$ cat src/rtl/ahb_master_arbiter.sv
// Two-master AHB-Lite arbiter (CPU / DMA) for the shared DRAM slave port.
// Round-robin grant with CPU parking, grant frozen during fixed-length bursts and locked sequences.
module ahb_master_arbiter #(
  parameter int BURST_CNT_W = 5
) (
  input  logic        hclk,
  input  logic        hreset,
  input  logic        hready,
  input  logic        hbusreq_cpu,
  input  logic        hbusreq_dma,
  input  logic        hlock_cpu,
  input  logic        hlock_dma,
  input  logic [31:0] haddr_cpu,
  input  logic [31:0] haddr_dma,
  input  logic [1:0]  htrans_cpu,
  input  logic [1:0]  htrans_dma,
  input  logic [2:0]  hburst_cpu,
  input  logic [2:0]  hburst_dma,
  input  logic [2:0]  hsize_cpu,
  input  logic [2:0]  hsize_dma,
  input  logic [3:0]  hprot_cpu,
  input  logic [3:0]  hprot_dma,
  input  logic        hwrite_cpu,
  input  logic        hwrite_dma,
  input  logic [31:0] hwdata_cpu,
  input  logic [31:0] hwdata_dma,
  output logic        hgrant_cpu,
  output logic        hgrant_dma,
  output logic        hmaster,
  output logic        hmaster_data,
  output logic        hmastlock_o,
  output logic [31:0] haddr_o,
  output logic [1:0]  htrans_o,
  output logic [2:0]  hburst_o,
  output logic [2:0]  hsize_o,
  output logic [3:0]  hprot_o,
  output logic        hwrite_o,
  output logic [31:0] hwdata_o
);

  typedef enum logic [1:0] {ARB, BURST, LOCK} state_t;

  localparam logic [1:0] TRANS_NONSEQ = 2'b10;
  localparam logic [1:0] TRANS_SEQ    = 2'b11;

  state_t                 state_reg, state_next;
  logic [BURST_CNT_W-1:0] count_reg, count_next;
  logic                   grant_reg, grant_next;   // 1 = DMA
  logic                   hmaster_reg;
  logic                   hmaster_data_reg;
  logic                   mastlock_reg;
  logic                   last_reg;                // last address-phase owner
  logic                   rearb;

  logic [1:0]             own_trans;
  logic [2:0]             own_burst;
  logic                   own_lock;
  logic [BURST_CNT_W-1:0] len_m1;
  logic                   fixed_len;

  assign own_trans = hmaster_reg ? htrans_dma : htrans_cpu;
  assign own_burst = hmaster_reg ? hburst_dma : hburst_cpu;
  assign own_lock  = hmaster_reg ? hlock_dma  : hlock_cpu;

  always_comb begin
    len_m1 = '0;
    case (own_burst)
      3'b010, 3'b011: len_m1 = BURST_CNT_W'(3);
      3'b100, 3'b101: len_m1 = BURST_CNT_W'(7);
      3'b110, 3'b111: len_m1 = BURST_CNT_W'(15);
      default:        len_m1 = '0;
    endcase
  end

  assign fixed_len = (len_m1 != '0);

  // Lock wins over burst; rearb marks edges where the grant may move.
  always_comb begin
    state_next = state_reg;
    count_next = count_reg;
    rearb      = 1'b0;
    if (own_lock) begin
      state_next = LOCK;
    end else begin
      case (state_reg)
        LOCK: begin
          state_next = ARB;
          count_next = '0;
          rearb      = 1'b1;
        end
        BURST: begin
          if (own_trans == TRANS_NONSEQ) begin
            if (fixed_len) begin
              count_next = len_m1;
            end else begin
              state_next = ARB;
              count_next = '0;
              rearb      = 1'b1;
            end
          end else if (own_trans == TRANS_SEQ) begin
            if (count_reg <= BURST_CNT_W'(1)) begin
              state_next = ARB;
              count_next = '0;
              rearb      = 1'b1;
            end else begin
              count_next = count_reg - BURST_CNT_W'(1);
            end
          end
        end
        default: begin
          if (own_trans == TRANS_NONSEQ && fixed_len) begin
            state_next = BURST;
            count_next = len_m1;
          end else begin
            rearb = 1'b1;
          end
        end
      endcase
    end
  end

  always_comb begin
    grant_next = grant_reg;
    if (rearb) begin
      case ({hbusreq_dma, hbusreq_cpu})
        2'b11:   grant_next = ~last_reg;
        2'b10:   grant_next = 1'b1;
        default: grant_next = 1'b0;   // CPU only, or park on CPU
      endcase
    end
  end

  always_ff @(posedge hclk) begin
    if (hreset) begin
      state_reg        <= ARB;
      count_reg        <= '0;
      grant_reg        <= 1'b0;
      hmaster_reg      <= 1'b0;
      hmaster_data_reg <= 1'b0;
      mastlock_reg     <= 1'b0;
      last_reg         <= 1'b0;
    end else if (hready) begin
      state_reg        <= state_next;
      count_reg        <= count_next;
      grant_reg        <= grant_next;
      hmaster_reg      <= grant_reg;
      hmaster_data_reg <= hmaster_reg;
      mastlock_reg     <= own_lock;
      if (hmaster_reg != grant_reg) begin
        last_reg <= grant_reg;
      end
    end
  end

  assign hgrant_cpu   = ~grant_reg;
  assign hgrant_dma   = grant_reg;
  assign hmaster      = hmaster_reg;
  assign hmaster_data = hmaster_data_reg;
  assign hmastlock_o  = mastlock_reg;

  assign haddr_o  = hmaster_reg ? haddr_dma  : haddr_cpu;
  assign htrans_o = hmaster_reg ? htrans_dma : htrans_cpu;
  assign hburst_o = hmaster_reg ? hburst_dma : hburst_cpu;
  assign hsize_o  = hmaster_reg ? hsize_dma  : hsize_cpu;
  assign hprot_o  = hmaster_reg ? hprot_dma  : hprot_cpu;
  assign hwrite_o = hmaster_reg ? hwrite_dma : hwrite_cpu;
  assign hwdata_o = hmaster_data_reg ? hwdata_dma : hwdata_cpu;

endmodule

$ cat config.mk
export PLATFORM = sky130hd
export DESIGN_NAME = ahb_master_arbiter
export DESIGN_NICKNAME = d
export VERILOG_FILES = /design/src/rtl/ahb_master_arbiter.sv
export SDC_FILE = /design/constraint.sdc
export NUM_CORES = 1
export LEC_CHECK = 0
export ABC_CLOCK_PERIOD_IN_PS = 2100
export BUFFER_PORTS_ARGS = -buffer_cell sky130_fd_sc_hd__buf_4
export CAP_MARGIN = 20
export CORE_AREA = 5 5 91 93
export CTS_BUF_LIST = sky130_fd_sc_hd__clkbuf_2 sky130_fd_sc_hd__clkbuf_4 sky130_fd_sc_hd__clkbuf_8
export CTS_CLUSTER_SIZE = 24
export DETAILED_ROUTE_END_ITERATION = 8
export DIE_AREA = 0 0 96 98
export PLACE_DENSITY = 0.63
export SLEW_MARGIN = 30
export SYNTH_ARGS = -nofsm -noshare
export SYNTH_HDL_FRONTEND = slang
export SYNTH_SLANG_ARGS = --single-unit
$ cat constraint.sdc
create_clock -name hclk -period 2.1 [get_ports hclk]
set_clock_uncertainty 0.15 [all_clocks]
set_input_delay 0.315 -clock hclk [delete_from_list [all_inputs] [get_ports hclk]]
set_output_delay 0.315 -clock hclk [all_outputs]
set_load 0.005 [all_outputs]
==> results of run 1 <==
[layout by cell type (no fill, tap or decap), types with 2 or more instances in the layout]
cell type | netlist | final
ha_1 | 4 | 4
dfxtp_1 | 12 | 11
mux2i_1 | 3 | 3
o221a_2 | 2 | 2
o31ai_1 | 2 | 2
nor3_1 | 4 | 4
clkbuf_8 | 0 | 3
nor2_1 | 9 | 9
a311oi_1 | 2 | 2
mux2_2 | 75 | 75
o41ai_2 | 2 | 2
inv_1 | 10 | 10
a211oi_1 | 2 | 2
buf_4 | 0 | 247
nand3_1 | 2 | 2
o21ai_0 | 4 | 4
a221oi_1 | 2 | 2
mux2i_4 | 2 | 2
nand2_1 | 6 | 6
a21oi_1 | 4 | 4
and2_1 | 3 | 3
[worst max-delay path by stage]
stage	startpoint	end	cells after the start
floorplan	state_reg[0]$_SDFFE_PP0P_	count_reg[4]$_SDFFE_PP0P_	7
global placement	hmaster$_SDFFE_PP0P_	count_reg[2]$_SDFFE_PP0P_	5
detailed placement	hmaster$_SDFFE_PP0P_	count_reg[1]$_SDFFE_PP0P_	5
CTS	hmaster$_SDFFE_PP0P_	haddr_o[17]	4
global route	hmaster$_SDFFE_PP0P_	haddr_o[10]	4
finish	hmaster$_SDFFE_PP0P_	haddr_o[11]	4
[area by class of cell]
class | count | share of cell area, %
Clock buffer | 3 | 1.074
Inverter | 10 | 0.9766
Multi-Input combinational cell | 151 | 38.15
Sequential cell | 12 | 6.348
Tap cell | 102 | 3.320
Timing Repair Buffer | 250 | 50.13
[per-stage QoR]
step | area, um^2 | cells | power, mW
after CTS | 3811 | 527 | 1.149
final | 3844 | 528 | 1.144
after floorplan | 1802 | 186 | 0.5100
after global placement | 3767 | 524 | 0.9309
after global routing | 3844 | 528 | 1.212
after detailed placement | 3767 | 524 | 0.9373
[report_power, final]
part           switching [mW]  internal [mW]
clock network          0.0864          0.126
registers              0.0142          0.240
logic                   0.233          0.444
[critical path: stages, from the launching register on]
cell,delay (ns)
dfxtp_4,0.44
buf_4,0.19
clkbuf_16,0.20
mux2_2,0.35
buf_4,0.14
[logic make-up after synthesis]
group | Yosys count | share of synthesized area (%)
fa+ha+maj | 4 | 2.778
mux | 81 | 51.87
xor+xnor | 1 | 0.4862
compound gates | 32 | 15.83
flops | 12 | 13.33
simple gates | 33 | 10.42
buf+inv | 23 | 5.278
[timing repair]
item,CTS,global route
setup endpoints to repair,40,34
cloned,0,1
resized for setup,1,1
hold buffers,0,0
setup buffers,0,0
[routing by layer]
metal | share of wire [%] | GRT usage [%] | vias up
met5 | 0 | 0 | -
met4 | 0.74 | 2.735 | 0
met3 | 12 | 5.008 | 4
met2 | 52 | 32.93 | 168
met1 | 34 | 17.18 | 1104
li1 | - | - | 1179
==> impl_metrics.py, run 1 <==
metrics = {
    "layout": {
        "multi_input_area_um2": 1466,
        "drive_above_1_share_pct": 81.22,
        "final_core_utilization_pct": 51.61,
        "fin_nets": 593,
        "antenna_cells": 0,
        "n_fill_cell": 710,
        "register_area_um2": 244.0,
        "syn2layout_area_growth_pct": 113.3,
        "largest_register_ffs": 5,
    },
    "sta": {
        "hold_viol_final": 0,
        "finalCriticalPeriod_ns": 2.024,
        "rsz0062_at_grt": "no",
        "slew-limit-headroom_pct": 74.10,
        "min_period_over_period_pct": 96.40,
        "fmaxAchievable_mhz": 494.0,
        "slew_violations": 0,
        "worstMarginPinSlew_ns": 0.3884,
        "tns_ns": 0,
        "hold_slack_ns": 0.1882,
        "setup_violations": 0,
        "worst_slack_ns": 0.07560,
    },
    "yosys": {
        "syn_inst": 186,
        "ys.flop_type": "dfxtp_1",
        "synth_area_leaders": "mux2_2, dfxtp_1, ha_1, mux2i_4, inv_1",
        "yosysTopAreaCell": "mux2_2",
        "synth_edf_count": 0,
        "syn_area_per_cell_um2": 9.687,
        "synth_top_area_share_pct": 46.87,
        "synth_cell_types": 46,
        "synth_common_cells": "mux2_2, dfxtp_1, inv_1, nor2_1, clkbuf_1",
        "synth-seq-cells": 12,
        "async_flop_share_pct": 0,
        "yosysMostFrequentCell": "mux2_2",
        "syn-cell-area_um2": 1802,
        "yosys_warnings": 0,
        "syn_nets": 351,
        "seq_area_frac_synth_pct": 13.33,
    },
    "setup_path": {
        "crit_arrival_ns": 1.56,
        "r2r_slack_ns": 0.18,
        "path_class": "flip-flop to output port",
        "rr_endpoint": "state_reg[0]$_SDFFE_PP0P_",
        "required_ns": 1.63,
        "startpoint_type": "flip-flop",
        "worst_setup_path_end_kind": "output port",
        "reg2reg_depth": 7,
        "r2r_start": "count_reg[1]$_SDFFE_PP0P_",
        "cp_max_fo": 21,
    },
    "place": {
        "io_buffers": 242,
        "pre_cts_slack_ns": 0.1135,
        "dp_hpwl_mm": 7.615,
        "gp_congestion": 0.8303,
    },
    "hold_path": {
        "min_path_type": "input pin to flip-flop",
        "whs_endpoint": "count_reg[4]$_SDFFE_PP0P_",
        "worstHoldStart": "hreset",
        "whs_path_depth": 2,
    },
    "power_and_ir_drop": {
        "leakage_nw": 1.855,
        "ir_drop_v": 0.0001806,
        "p_per_area_nw_per_um2": 297.6,
    },
    "grt": {
        "grt_max_degree": 44,
        "grt_pass1_vias": 2596,
        "gr-total-overflow": 0,
        "grt_pass1_wl_mm": 12.71,
        "grt_usage_pct": 16.80,
        "antenna_found_initial": 0,
    },
    "detailed_routing": {
        "dr_total_vias": 2455,
        "drt-total-wl_mm": 8.762,
        "wl_per_cell_um": 16.59,
        "drcViolationCount": 0,
        "drt-pass1-iter-count": 4,
        "drtIter0Drc": 61,
        "postRouteAntennaNets": 0,
        "post_drt_via_cell_ratio": 4.650,
    },
    "die": {
        "die_w_um": 96,
        "coreArea_um2": 7447,
        "die_h_um": 98,
        "die-area_um2": 9408,
        "initial_core_util_pct": 24.19,
        "row_count": 32,
        "io_pins": 243,
    },
    "clock_tree": {
        "clock_sinks": 12,
        "htreeDepth": 1,
        "cts_root_buffer": "clkbuf_8",
        "clock_path_buffers": 2,
        "cts_tree": "built",
        "clk_pin_slew_ns": 0.06,
        "cts_inserted_buffers": 3,
        "clk_latency_ns": 0.24,
    },
    "run": {
        "drv_cap": 0,
    },
    "outcome": {
        "status": "complete, no violations",
    },
}
No activity file was read; power rests on OpenSTA's default activity.
==> run 2: changes to the inputs <==
--- a/config.mk
+++ b/config.mk
@@ -5,15 +5,16 @@
 export SDC_FILE = /design/constraint.sdc
 export NUM_CORES = 1
 export LEC_CHECK = 0
-export ABC_CLOCK_PERIOD_IN_PS = 2100
+export ABC_CLOCK_PERIOD_IN_PS = 2500
 export BUFFER_PORTS_ARGS = -buffer_cell sky130_fd_sc_hd__buf_4
 export CAP_MARGIN = 20
-export CORE_AREA = 5 5 91 93
+export CORE_AREA = 5 5 92 94
 export CTS_BUF_LIST = sky130_fd_sc_hd__clkbuf_2 sky130_fd_sc_hd__clkbuf_4 sky130_fd_sc_hd__clkbuf_8
 export CTS_CLUSTER_SIZE = 24
 export DETAILED_ROUTE_END_ITERATION = 8
-export DIE_AREA = 0 0 96 98
-export PLACE_DENSITY = 0.63
+export DIE_AREA = 0 0 97 99
+export MAX_ROUTING_LAYER = met4
+export PLACE_DENSITY = 0.62
 export SLEW_MARGIN = 30
 export SYNTH_ARGS = -nofsm -noshare
 export SYNTH_HDL_FRONTEND = slang
==> constraint.sdc (replaced) <==
create_clock -name hclk -period 2.5 [get_ports hclk]
set_clock_uncertainty 0.15 [all_clocks]
set_input_delay 0.375 -clock hclk [delete_from_list [all_inputs] [get_ports hclk]]
set_output_delay 0.375 -clock hclk [all_outputs]
set_load 0.005 [all_outputs]
==> run 2 against run 1 <==
  * Clock-buffer cell count up 1
  * Sequential share of layout area is 0.075 points higher
  * Core utilization fell by 1.9 points
  * Routed wire length down 2.8%
  * Critical path depth fell by 1
  * Critical path type unchanged
  * First-iteration DRC count decreased by 25%
  * Setup slack better by 0.082 ns
  * Register-to-register slack better by 0.28 ns
  * Clock power about the same
  * Global-route usage shrank 0.24 points
  * Via count is 1.6% lower
  * Largest power group unchanged
  * Sequential power fell by 16%
==> impl_metrics.py, run 2 (same netlist as run 1, synthesis figures left out) <==
metrics = {
    "outcome": {
        "status": "complete, no violations",
    },
    "detailed_routing": {
        "wl_per_cell_um": 16.28,
        "drcViolationCount": 0,
        "drt-total-wl_mm": 8.513,
        "drtIter0Drc": 46,
        "dr_total_vias": 2416,
        "post_drt_via_cell_ratio": 4.620,
        "postRouteAntennaNets": 0,
        "drt-pass1-iter-count": 4,
    },
    "place": {
        "dp.cells": 519,
        "io_buffers": 242,
        "dp_hpwl_mm": 7.387,
        "gp_congestion": 0.8883,
    },
    "sta": {
        "rsz0062_at_grt": "no",
        "tns_ns": 0,
        "fmaxAchievable_mhz": 427.0,
        "slew_violations": 0,
        "worstMarginPinSlew_ns": 0.5507,
        "setup_violations": 0,
        "slew-limit-headroom_pct": 63.29,
        "min_period_over_period_pct": 93.68,
        "hold_viol_final": 0,
        "finalCriticalPeriod_ns": 2.342,
    },
    "hold_path": {
        "min_path_type": "input pin to flip-flop",
    },
    "setup_path": {
        "startpoint_type": "flip-flop",
        "cp_max_fo": 44,
        "worst_setup_path_end_kind": "output port",
        "crit_arrival_ns": 1.82,
        "required_ns": 1.98,
        "path_class": "flip-flop to output port",
    },
    "layout": {
        "final_common_cell": "buf_4",
        "drive_above_1_share_pct": 81.00,
        "final_cell_mix": "buf_4, mux2_2, dfxtp_1, inv_1, nor2_1",
        "final_cell_count_no_fill": 523,
        "fin_nets": 587,
        "antenna_cells": 0,
        "n_fill_cell": 729,
        "largest_register_ffs": 5,
        "syn2layout_area_growth_pct": 108.7,
    },
    "power_and_ir_drop": {
        "p_per_area_nw_per_um2": 260.6,
        "leakage_nw": 1.818,
        "ir_drop_v": 0.0001192,
    },
    "grt": {
        "grt_pass1_vias": 2504,
        "gr-total-overflow": 0,
        "grt_max_degree": 45,
        "grt_pass1_wl_mm": 12.93,
        "grt_usage_pct": 16.56,
        "antenna_found_initial": 0,
    },
    "die": {
        "row_count": 32,
        "die_w_um": 97,
        "initial_core_util_pct": 23.81,
        "die_h_um": 99,
        "die-area_um2": 9603,
        "coreArea_um2": 7567,
        "io_pins": 243,
    },
    "clock_tree": {
        "clk_latency_ns": 0.24,
        "cts_tree": "built",
        "cts_inserted_buffers": 3,
        "clock_sinks": 12,
        "clk_pin_slew_ns": 0.06,
        "cts_root_buffer": "clkbuf_8",
        "htreeDepth": 1,
        "cts.repair.resized": 0,
        "clock_path_buffers": 2,
        "postCtsSetupBuffers": 0,
        "hold_buffers": 0,
    },
    "run": {
        "drv_cap": 0,
    },
}
[run 2: layout make-up]
| type | count | area [um^2] | area share [%] |
|---|---|---|---|
| repair buffers | 244 | 1832 | 48.72 |
| multi-input cells | 151 | 1466 | 39.00 |
| flip-flops and latches | 12 | 241.5 | 6.423 |
| well taps | 102 | 127.6 | 3.394 |
| clock buffers | 4 | 55.05 | 1.464 |
| inverters | 10 | 37.54 | 0.9983 |
[run 2: final timing paths]
path | slack (ns) | depth (start not counted) | start | endpoint
worst max-delay path | 0.16 | 3 | hmaster$_SDFFE_PP0P_ | haddr_o[4]
worst min-delay path | 0.25 | 2 | hreset | hmaster$_SDFFE_PP0P_
worst max register to register | 0.46 | 5 | hmaster$_SDFFE_PP0P_ | count_reg[4]$_SDFFE_PP0P_
worst min register to register | 0.32 | 2 | hmastlock_o$_SDFFE_PP0P_ | hmastlock_o$_SDFFE_PP0P_
[run 2: critical path: stages (launching register included)]
cell,delay (ns)
dfxtp_2,0.49
buf_4,0.52
mux2_2,0.40
buf_4,0.14
[run 2: routing by layer]
layer,track usage [%],share of wire [%]
met5,-,0
met4,3.348,1.0
met3,3.397,8.1
met2,29.94,50
met1,18.93,40
[run 2: power breakdown]
part	switching (mW)	internal, mW	leakage [nW]
registers	0.0118	0.202	0.0983
clock network	0.0749	0.139	0.0288
logic	0.189	0.363	1.69
[run 2: through the flow]
step | worst slack [ns] | hold slack [ns] | power, mW | utilization (%) | cell area [um^2]
2_1_floorplan | 0.5646 | 0.3107 | 0.4284 | - | 1802
3_3_place_gp | 0.4411 | 0.3187 | 0.7656 | 48.96 | 3705
3_5_place_dp | 0.4237 | 0.3159 | 0.7726 | 48.96 | 3705
4_1_cts | 0.1445 | 0.2457 | 0.9937 | 49.69 | 3760
5_1_grt | 0.06447 | 0.2618 | 1.047 | 49.69 | 3760
6_report | 0.1579 | 0.2543 | 0.9799 | 49.69 | 3760
==> run 3: changes to the inputs <==
--- a/config.mk
+++ b/config.mk
@@ -14,7 +14,7 @@
 export DETAILED_ROUTE_END_ITERATION = 8
 export DIE_AREA = 0 0 97 99
 export MAX_ROUTING_LAYER = met4
-export PLACE_DENSITY = 0.62
+export PLACE_DENSITY = 0.65
 export SLEW_MARGIN = 30
 export SYNTH_ARGS = -nofsm -noshare
 export SYNTH_HDL_FRONTEND = slang
==> run 3 against run 2 <==
  * Critical endpoint unchanged
  * Register-to-register slack gained 0.02 ns
  * First-iteration DRC count up 83%
  * Clock-buffer cell count fell by 1
==> impl_metrics.py, run 3 (same netlist as run 1, synthesis figures left out) <==
metrics = {
    "clock_tree": {
        "cts_tree": "built",
        "cts_inserted_buffers": 3,
        "clk_pin_slew_ns": 0.05,
        "cts_root_buffer": "clkbuf_8",
        "clock_path_buffers": 2,
        "clk_latency_ns": 0.24,
        "cts.repair.resized": 0,
        "postCtsSetupBuffers": 0,
        "hold_buffers": 0,
        "clock_sinks": 12,
        "htreeDepth": 1,
    },
    "layout": {
        "final_cell_count_no_fill": 522,
        "fin_area_um2": 3759,
        "syn2layout_area_growth_pct": 108.6,
        "final_core_utilization_pct": 49.67,
        "n_fill_cell": 705,
        "register_area_um2": 241.5,
        "largest_register_ffs": 5,
        "multi_input_area_um2": 1466,
        "final_common_cell": "buf_4",
        "drive_above_1_share_pct": 80.95,
        "antenna_cells": 0,
        "fin_nets": 587,
        "final_cell_mix": "buf_4, mux2_2, dfxtp_1, inv_1, nor2_1",
    },
    "grt": {
        "antenna_found_initial": 0,
        "use_met3_pct": 3.751,
        "grt_pass1_wl_mm": 13.10,
        "grt_max_degree": 44,
        "grt.met2_usage_pct": 30.31,
        "grt.met1_usage_pct": 19.63,
        "gr-total-overflow": 0,
        "grt_usage_pct": 16.88,
        "grt_pass1_vias": 2543,
        "top_usage_layer": "met2",
    },
    "detailed_routing": {
        "post_drt_via_cell_ratio": 4.619,
        "postRouteAntennaNets": 0,
        "dr_total_vias": 2411,
        "drcViolationCount": 0,
        "wl_per_cell_um": 16.29,
        "drt-total-wl_mm": 8.505,
        "drtIter0Drc": 84,
        "drt-pass1-iter-count": 5,
    },
    "sta": {
        "hold_viol_final": 0,
        "worstMarginPinSlew_ns": 0.4266,
        "setup_violations": 0,
        "fmaxAchievable_mhz": 468.7,
        "tns_ns": 0,
        "rsz0062_at_grt": "no",
        "min_period_over_period_pct": 85.35,
        "slew-limit-headroom_pct": 71.56,
        "slew_violations": 0,
        "finalCriticalPeriod_ns": 2.134,
    },
    "power_and_ir_drop": {
        "p_per_area_nw_per_um2": 252.8,
        "leakage_nw": 1.813,
        "seqPwrFrac_pct": 22.6,
        "internal-power_uw": 673.2,
        "p_switching_uw": 276.8,
        "power.share.combinational_pct": 58.5,
        "p_sw_share_pct": 29.14,
        "ir_drop_v": 0.0001205,
        "clkPwrFrac_pct": 19.0,
    },
    "place": {
        "dp.cells": 519,
        "gp_congestion": 0.9162,
        "dp_hpwl_mm": 7.514,
        "dpl_cell_area_um2": 3717,
        "io_buffers": 242,
    },
    "die": {
        "row_count": 32,
        "io_pins": 243,
        "die_w_um": 97,
        "initial_core_util_pct": 23.81,
        "coreArea_um2": 7567,
        "die_h_um": 99,
        "die-area_um2": 9603,
    },
    "hold_path": {
        "min_path_type": "input pin to flip-flop",
    },
    "setup_path": {
        "worst_setup_path_end_kind": "output port",
        "path_class": "flip-flop to output port",
        "required_ns": 1.98,
        "cp_max_fo": 43,
        "crit_arrival_ns": 1.61,
        "startpoint_type": "flip-flop",
    },
    "run": {
        "drv_cap": 0,
    },
    "outcome": {
        "status": "complete, no violations",
    },
}
-- run 3: cell count changes in the layout (fill, tap and decap cells not counted), sizes merged --
cell,change
clkbuf,-1
-- run 3: per-stage QoR --
| step | hold slack (ns) | setup WS [ns] | total power, mW |
|---|---|---|---|
| 5_1_grt | 0.2498 | 0.3340 | 1.013 |
| 3_3_place_gp | 0.3229 | 0.5123 | 0.7702 |
| 6_report | 0.2435 | 0.3663 | 0.9500 |
| 4_1_cts | 0.2403 | 0.3810 | 0.9604 |
| 2_1_floorplan | 0.3107 | 0.5646 | 0.4284 |
| 3_5_place_dp | 0.3393 | 0.4715 | 0.7776 |
-- run 3: layout make-up --
class	instances	area share [%]
tap	102	3.395
timing repair buffer	244	49.07
clock buffer	3	1.099
sequential	12	6.425
inverter	10	0.9987
multi-input combinational	151	39.01
-- run 3: routing by layer --
metal  share of wire (%)  wire, um  vias to the layer above
met5                   0         0                        -
met4                0.62        53                        0
met3                 8.7       740                        4
met2                  51      4342                      160
met1                  40      3369                     1080
li1                    -         -                     1167
-- run 3: critical path: stages, from the launching register on --
cell,delay (ns)
dfxtp_2,0.52
buf_12,0.27
mux2_2,0.39
buf_4,0.14
-- run 3: path summary, 6_finish.rpt --
check             slack (ns)                   from                         to  cells past startpoint
setup / recovery        0.37   hmaster$_SDFFE_PP0P_                 haddr_o[4]                      3
setup reg to reg        0.48   hmaster$_SDFFE_PP0P_  count_reg[4]$_SDFFE_PP0P_                      5
hold reg to reg         0.34  last_reg$_SDFFE_PP0P_      last_reg$_SDFFE_PP0P_                      2
hold / removal          0.24                 hreset       hmaster$_SDFFE_PP0P_                      2
-- run 3: power groups by stage --
stage | logic, mW | clock network, mW | registers (mW)
after floorplan | 0.214 | 0 | 0.214
after global placement | 0.552 | 0 | 0.218
after detailed placement | 0.559 | 0 | 0.219
after CTS | 0.562 | 0.184 | 0.214
after global routing | 0.601 | 0.195 | 0.216
final | 0.555 | 0.180 | 0.214
